<file path="src/rtl/pipe_defs.sv">
// pipe_defs: shared PC constants, exception cause codes, redirect FSM states and request priorities.
package pipe_defs;
    localparam int PC_W = 16;
    localparam logic [PC_W-1:0] RESET_PC = 16'h0000;
    localparam logic [PC_W-1:0] EXC_BASE = 16'hFF00;
    localparam int VEC_SHIFT = 2;
    localparam logic [2:0] CAUSE_RESET    = 3'd0;
    localparam logic [2:0] CAUSE_ILLEGAL  = 3'd1;
    localparam logic [2:0] CAUSE_MISALIGN = 3'd2;
    localparam logic [2:0] CAUSE_SYSCALL  = 3'd3;
    localparam logic [2:0] CAUSE_BREAK    = 3'd4;
    typedef enum logic [1:0] {
        IDLE  = 2'd0,
        ISSUE = 2'd1,
        FLUSH = 2'd2
    } state_t;
    typedef logic [1:0] prio_t;
    localparam prio_t PRIO_NONE = 2'd0;
    localparam prio_t PRIO_JMP  = 2'd1;
    localparam prio_t PRIO_BR   = 2'd2;
    localparam prio_t PRIO_EXC  = 2'd3;
endpackage

</file>
<file path="src/rtl/redirect_arb.sv">
// redirect_arb: priority select among exception, taken branch and jump, with exception vector computation.
module redirect_arb #(
    parameter int PC_W = pipe_defs::PC_W,
    parameter logic [PC_W-1:0] EXC_BASE = pipe_defs::EXC_BASE,
    parameter int VEC_SHIFT = pipe_defs::VEC_SHIFT
) (
    input  logic            br_valid,
    input  logic            br_taken,
    input  logic [PC_W-1:0] br_target,
    input  logic            jmp_valid,
    input  logic [PC_W-1:0] jmp_target,
    input  logic            exc_valid,
    input  logic [2:0]      exc_cause,
    output logic            req,
    output logic [PC_W-1:0] target,
    output logic            is_exc,
    output logic [1:0]      prio
);
    import pipe_defs::*;
    logic            br_req;
    logic [PC_W-1:0] vec;
    always_comb begin
        br_req = br_valid & br_taken;
        vec    = EXC_BASE + (PC_W'(exc_cause) << VEC_SHIFT);
        is_exc = exc_valid;
        req    = exc_valid | br_req | jmp_valid;
        target = exc_valid ? vec : br_req ? br_target : jmp_target;
        prio   = exc_valid ? PRIO_EXC : br_req ? PRIO_BR : jmp_valid ? PRIO_JMP : PRIO_NONE;
    end
endmodule

</file>
<file path="src/rtl/redirect_ctrl.sv">
// redirect_ctrl: arbitrates redirect requests, holds a PC load until IF accepts it, then flushes wrong-path stages.
module redirect_ctrl #(
    parameter int PC_W = pipe_defs::PC_W,
    parameter logic [PC_W-1:0] RESET_PC = pipe_defs::RESET_PC,
    parameter logic [PC_W-1:0] EXC_BASE = pipe_defs::EXC_BASE,
    parameter int VEC_SHIFT = pipe_defs::VEC_SHIFT,
    parameter int FLUSH_CYCLES = 2
) (
    input  logic            clk,
    input  logic            rst,
    input  logic            br_valid,
    input  logic            br_taken,
    input  logic [PC_W-1:0] br_target,
    input  logic            jmp_valid,
    input  logic [PC_W-1:0] jmp_target,
    input  logic            exc_valid,
    input  logic [2:0]      exc_cause,
    input  logic [PC_W-1:0] exc_pc,
    input  logic            if_ready,
    output logic            load_pc,
    output logic [PC_W-1:0] pc_in,
    output logic            flush_if_id,
    output logic            flush_id_ex,
    output logic [PC_W-1:0] epc,
    output logic            busy,
    output logic [15:0]     redirect_cnt
);
    import pipe_defs::*;
    localparam int CW = $clog2(FLUSH_CYCLES + 1);
    state_t          state, state_d;
    logic [CW-1:0]   cnt, cnt_d;
    logic [1:0]      prio_q;
    logic            req, is_exc, take, accept;
    logic [PC_W-1:0] target;
    logic [1:0]      prio;
    redirect_arb #(.PC_W(PC_W), .EXC_BASE(EXC_BASE), .VEC_SHIFT(VEC_SHIFT)) u_arb (
        .br_valid  (br_valid),
        .br_taken  (br_taken),
        .br_target (br_target),
        .jmp_valid (jmp_valid),
        .jmp_target(jmp_target),
        .exc_valid (exc_valid),
        .exc_cause (exc_cause),
        .req       (req),
        .target    (target),
        .is_exc    (is_exc),
        .prio      (prio)
    );
    // take: latch a new winner; in ISSUE an override beats acceptance on the same edge
    always_comb begin
        state_d = state;
        cnt_d   = cnt;
        take    = (state == IDLE && req) || (state == ISSUE && req && prio > prio_q) ||
                  (state == FLUSH && is_exc);
        accept  = state == ISSUE && !take && if_ready;
        if (take)
            state_d = ISSUE;
        else if (accept) begin
            state_d = FLUSH;
            cnt_d   = CW'(FLUSH_CYCLES - 1);
        end else if (state == FLUSH) begin
            state_d = (cnt == '0) ? IDLE : FLUSH;
            cnt_d   = (cnt == '0) ? cnt : cnt - 1'b1;
        end
    end
    always_ff @(posedge clk or negedge rst) begin
        if (!rst) begin
            state        <= IDLE;
            cnt          <= '0;
            prio_q       <= PRIO_NONE;
            pc_in        <= RESET_PC;
            epc          <= '0;
            load_pc      <= 1'b0;
            flush_if_id  <= 1'b0;
            flush_id_ex  <= 1'b0;
            busy         <= 1'b0;
            redirect_cnt <= '0;
        end else begin
            state        <= state_d;
            cnt          <= cnt_d;
            prio_q       <= take ? prio : prio_q;
            pc_in        <= take ? target : pc_in;
            epc          <= (take && is_exc) ? exc_pc : epc;
            load_pc      <= state_d == ISSUE;
            flush_if_id  <= state_d != IDLE;
            flush_id_ex  <= state_d == FLUSH;
            busy         <= state_d != IDLE;
            redirect_cnt <= (accept && redirect_cnt != 16'hFFFF) ? redirect_cnt + 16'd1 : redirect_cnt;
        end
    end
endmodule

</file>
<file path="config.mk">
export PLATFORM = sky130hd
export DESIGN_NAME = redirect_ctrl
export DESIGN_NICKNAME = d
export VERILOG_FILES = /design/src/rtl/pipe_defs.sv /design/src/rtl/redirect_arb.sv /design/src/rtl/redirect_ctrl.sv
export SDC_FILE = /design/constraint.sdc
export NUM_CORES = 1
export LEC_CHECK = 0
export CAP_MARGIN = 20
export CORE_MARGIN = 2
export CORE_UTILIZATION = 45
export DETAILED_ROUTE_END_ITERATION = 12
export PLACE_DENSITY_LB_ADDON = 0.12
export SLEW_MARGIN = 20
export SYNTH_ARGS = -nofsm -noshare
export SYNTH_HDL_FRONTEND = slang
export SYNTH_SLANG_ARGS = --single-unit
export TNS_END_PERCENT = 30
</file>
<file path="constraint.sdc">
create_clock -name clk -period 6.33 [get_ports clk]
set_clock_uncertainty 0.05 [all_clocks]
set_input_delay 1.266 -clock clk [delete_from_list [all_inputs] [get_ports clk]]
set_output_delay 1.266 -clock clk [all_outputs]
set_load 0.1 [all_outputs]
</file>
# Word level (Yosys, flattened, before mapping)
# Index checks and enable logic that the tools add are counted.
[op_classes] reduce_logical=16 n_eq_ne=6 bitwise_logic=4 magnitude_cmp=1 n_mux=12 add_sub_neg=3
[op_table] cell="two-way mux 16 bit" count=2
[op_table] cell="two-way mux 2 bit" count=9
[op_table] cell="adder 16 x 1 -> 16 bit, second input constant" count=1
[op_table] cell="!= test 16 bit, second input constant" count=1
[op_table] cell="adder 9 x 6 -> 10 bit, first input constant" count=1
[op_table] cell="logical AND 1 bit" count=8
[op_table] cell="== test 2 x 1 -> 1 bit, second input constant" count=2
[op_table] cell="== test 2 bit, second input constant" count=2
[op_table] cell="logical NOT 2 bit" count=2
[op_table] cell="nonzero test 2 bit" count=2
[op_table] cell="AND reduction 3 bit" count=1
[op_table] cell="> comparator 2 bit" count=1
[op_table] cell="logical OR 1 bit" count=2
[op_table] cell="!= test 2 bit, second input constant" count=1
[op_table] cell="bitwise OR 1 bit" count=2
[op_table] cell="subtractor 2 x 1 -> 2 bit, second input constant" count=1
[op_table] cell="bitwise AND 1 bit" count=1
[op_table] cell="logical NOT 1 bit" count=1
[op_table] cell="two-way mux 1 bit" count=1
[op_table] cell="inverter 1 bit" count=1
[word_totals] elab_cells=51 out_inout_bits=52 inputBits=58 ff_bits=57

# Logic depth before layout (Yosys ltp)
[logic_depth] ltp_word=13 mapped_depth=10 mapped_depth_nobuf=8

# Hierarchy
# From an unflattened synthesis, not the netlist that was laid out.
[hier_totals] cells_unflattened=239 area_unflattened_um2=2907.8
[modules_own_cells] mod="redirect_ctrl" seq_area_each_um2=1426.4 area_per_inst_um2=2529.9 cells_each=184 n_inst=1
[modules_own_cells] mod="redirect_arb" seq_area_each_um2=0.0 area_per_inst_um2=377.9 cells_each=55 n_inst=1

# Worst setup path before layout
# No wires, ideal clock.
[synth_timing] path_kind="input port to flip-flop" start="in br_valid" end="reg epc[10]" setup_slack_ns=2.893 cell_stages=10 required_time_ns=6.155 t_arrival_ns=3.261 cell_sequence="nand2_1 clkbuf_1 and2_1 nor2_1 ha_1 nor2b_1 o211ai_1 a21boi_2 buf_4 mux2_2"
[synth_via] elab_chain_len=8
[synth_lines] item="start, declared" line_no="redirect_ctrl.sv:11" rtl="input logic br_valid,"
[synth_lines] item="bitwise AND 1 bit *" line_no="redirect_arb.sv:23" rtl="br_req = br_valid & br_taken;"
[synth_lines] item="two-way mux 2 bit / bitwise OR 1 bit (equally long branches) (2 in a row)" line_no="redirect_arb.sv:28, redirect_arb.sv:26"
[synth_lines] item="> comparator 2 bit / logical AND 1 bit (equally long branches)" line_no="redirect_ctrl.sv:53" rtl="take = (state == IDLE && req) || (state == ISSUE && req && prio > prio_q) ||"
[synth_lines] item="logical AND 1 bit" line_no="redirect_ctrl.sv:53"
[synth_lines] item="logical OR 1 bit * (2 in a row)" line_no="redirect_ctrl.sv:53"
[synth_lines] item="logical AND 1 bit *" line_no="redirect_ctrl.sv:83" rtl="epc <= (take && is_exc) ? exc_pc : epc;"
[synth_lines] item="end signal, assigned" line_no="redirect_ctrl.sv:83"
[synth_lines] item="end, declared" line_no="redirect_ctrl.sv:24" rtl="output logic [PC_W-1:0] epc,"
# Every way passes the cells marked *; elsewhere a longest branch is shown, timed or not.
# A chain may end at the register's enable or synchronous reset.

# Final worst setup path
[layout_timing] start="in exc_valid" end="reg epc[15]"
[layout_lines] item="start, declared" line_no="redirect_ctrl.sv:16" rtl="input logic exc_valid,"
[layout_lines] item="two-way mux 2 bit" line_no="redirect_arb.sv:28" rtl="prio = exc_valid ? PRIO_EXC : br_req ? PRIO_BR : jmp_valid ? PRIO_JMP : PRIO_NONE;"
[layout_lines] item="named net prio[1]" line_no="redirect_ctrl.sv:35" rtl="logic [1:0] prio;"
[layout_lines] item="> comparator 2 bit" line_no="redirect_ctrl.sv:53"
[layout_lines] item="logical AND 1 bit" line_no="redirect_ctrl.sv:53"
[layout_lines] item="logical OR 1 bit (2 in a row)" line_no="redirect_ctrl.sv:53"
[layout_lines] item="logical AND 1 bit" line_no="redirect_ctrl.sv:83"
# The timed path passes the listed nets, and every way through them passes these cells.

==> impl_metrics.yaml <==
floorplanning:
  fp.dieW_um: 84.0
  start_util_pct: 45.9
  io_pins: 110
  fp-row-count: 29
  die_h_um: 84.0
  die_area_um2: 7060
  core_area_um2: 6280
grt:
  grt.overflow.total: 0
  grt_pass1_vias: 2301
  antenna_found_initial: 0
  grt_first_pass_wirelength_um: 11200
  grtUsageTotal_pct: 19.7
  grt_max_degree: 58
setup_path:
  r2r_end: "epc[15]"
  cp-start-kind: "input port"
  required_ps: 6490
  r2r_slack_ps: 3850
  worst_setup_path_end_kind: "flip-flop"
  crit_arrival_ps: 4290
  reg2reg_depth: 6
  rr_startpoint: "prio_q[1]"
  startpoint: "exc_valid"
  critPathKind: "input port to flip-flop"
  cp_max_fo: 21
  endpoint: "epc[15]"
synth:
  synth_area_per_cell_um2: 11.5
  synth_area_um2: 2880
  yosysSeqAreaShare_pct: 49.5
  synth_edf_count: 0
  syn_nets: 312
  yosysWarnings: 0
  synthArstFlopShare_pct: 100
  ys_types: 49
  synth.largest_area_cell: "dfrtp_1"
  synth_top_area_share_pct: 49.5
  synth-seq-cells: 57
  postSynthCellCount: 250
  netlist_top_cells_area: "dfrtp_1 (49%), mux2_2 (11%), nand2_1 (3.9%)"
  synthFlopType: "dfrtp_1"
timing:
  drv_slew: 0
  relSlewSlack_pct: 33.2
  holdWs_ps: 445
  fin_crit_ps: 4140
  finalSetupViolCount: 0
  tightestPinTransition_ps: 999
  hold_violations: 0
  rsz0062_at_grt: "false"
  fmax_ghz: 0.242
  period_share_pct: 65.3
  finalSetupTns_ps: 0
routing:
  drt_wl_total_um: 6700
  drt_pass1_iterations: 4
  drcViolationCount: 0
  post_drt_wl_per_cell_um: 15.3
  ant_nets: 0
  avgViaCountPerCell: 5.29
  vias: 2324
  dr.first_iter.drc_count: 88
place:
  portBuffers: 109
  dp_hpwl_um: 4640
  finalWeightedCongestion: 0.824
  placed_area_um2: 4010
finish:
  layout-drive-gt1-share_pct: 17.1
  fin_nets: 420
  syn_to_final_growth_pct: 46.0
  antenna_cells: 0
  multi_input_area_um2: 1360
  register_area_um2: 1430
  stdcell_area_um2: 4210
  fillCellCount: 500
clock_network:
  cts_setup_buffers: 0
  cts-hold-fix-buffers: 0
  cts_buffers: 9
  clock_sinks: 57
  htreeDepth: 3
  clk_pin_slew_ps: 60
  clk_latency_ps: 320
  cts_tree: "built"
  cts.root.buffer_cell: "clkbuf_8"
  clock_path_buffers: 2
  cts-resized-gates: 0
run_status:
  outcome: "finished, final reports clean"
job:
  drv_cap: 0
worst_hold_path:
  hold_path.class: "flip-flop to flip-flop"
## synth_stat cells, drive strengths merged (2+ instances only)
master,instances
a2bb2oi,6
nand4,3
a211oi,7
or3,3
and2,2
xnor2,6
a21o,2
nor2,5
dfrtp,57
mux2i,3
inv,7
clkbuf,7
nand3,7
a21oi,9
and3,2
nand2,30
nand3b,10
xor2,9
ha,4
buf,7
o21ai,9
nor4,3
a2111oi,5
nor3,2
mux2,29
## sequential cells by signal, indices dropped and copies added (netlist names)
register / count
pc_in: 16
busy: 1
epc: 16
flush_id_ex: 1
load_pc: 1
cnt: 2
redirect_cnt: 16
prio_q: 2
state: 2
## layout by cell type, fill, tap and decap left out, types with 8 or more instances in the layout
cell,synthesis,final
clkdlybuf4s50_1,0,108
dfrtp_1,57,57
nand2_1,30,30
mux2_2,29,29
clkbuf_8,0,11
o21ai_0,9,9
nand3b_1,9,9
xor2_1,9,9
a21oi_1,9,8
## routing by layer
| layer | GRT usage [%] | vias to the layer above | wire length, um |
|---|---|---|---|
| met5 | 0 | - | 0 |
| met1 | 26.8 | 1119 | 3120 |
| li1 | - | 1114 | - |
| met3 | 6.13 | 9 | 441 |
| met4 | 7.18 | 0 | 86 |
| met2 | 29.7 | 82 | 3050 |
## cell type report
cell class / count / share of cell area [%]
flip-flops and latches: 57 / 33.9
clock buffers: 12 / 3.69
inverters: 7 / 0.624
repair buffers: 111 / 26.2
clock inverters: 3 / 0.951
well taps: 77 / 2.29
multi-input cells: 172 / 32.4
## how the worst min path moves through the flow
stage / startpoint / to / slack, ps / cells after the start
finish: redirect_cnt[6] / redirect_cnt[6] / 450 / 1
global route: epc[7] / epc[7] / 460 / 1
CTS: redirect_cnt[6] / redirect_cnt[6] / 450 / 1
detailed placement: redirect_cnt[6] / redirect_cnt[6] / 440 / 1
global placement: redirect_cnt[9] / redirect_cnt[9] / 440 / 1
floorplan: cnt[0] / cnt[0] / 440 / 2
## critical path: stages
cell,delay [ps]
clkdlybuf4s50_1,760
a21o_1,340
ha_1,290
nor2b_1,250
o211ai_1,210
a21boi_2,750
mux2_2,420
## per-stage QoR
| stage | util, % | setup WS (ps) | std cells |
|---|---|---|---|
| 6_report | 67.1 | 2190 | 439 |
| 5_1_grt | 67.1 | 1990 | 439 |
| 4_1_cts | 66.9 | 2140 | 439 |
| 3_5_place_dp | 63.8 | 1800 | 424 |
| 3_3_place_gp | 63.8 | 1850 | 424 |
| 2_1_floorplan | - | 2890 | 250 |
## cell families (layout without fill, tap and decap cells)
family	count (synthesis)	in the layout	share of synthesized area [%]
compound gates	46	46	13.0
xor+xnor	15	15	4.56
fa+ha+maj	4	4	1.74
buf+inv	21	133	3.60
flops	57	57	49.5
mux	32	32	12.4
simple gates	75	75	15.2
Power is left out: the tool's default activity adds up to more than one toggle a clock period on the data nets, which glitch-free logic cannot reach.
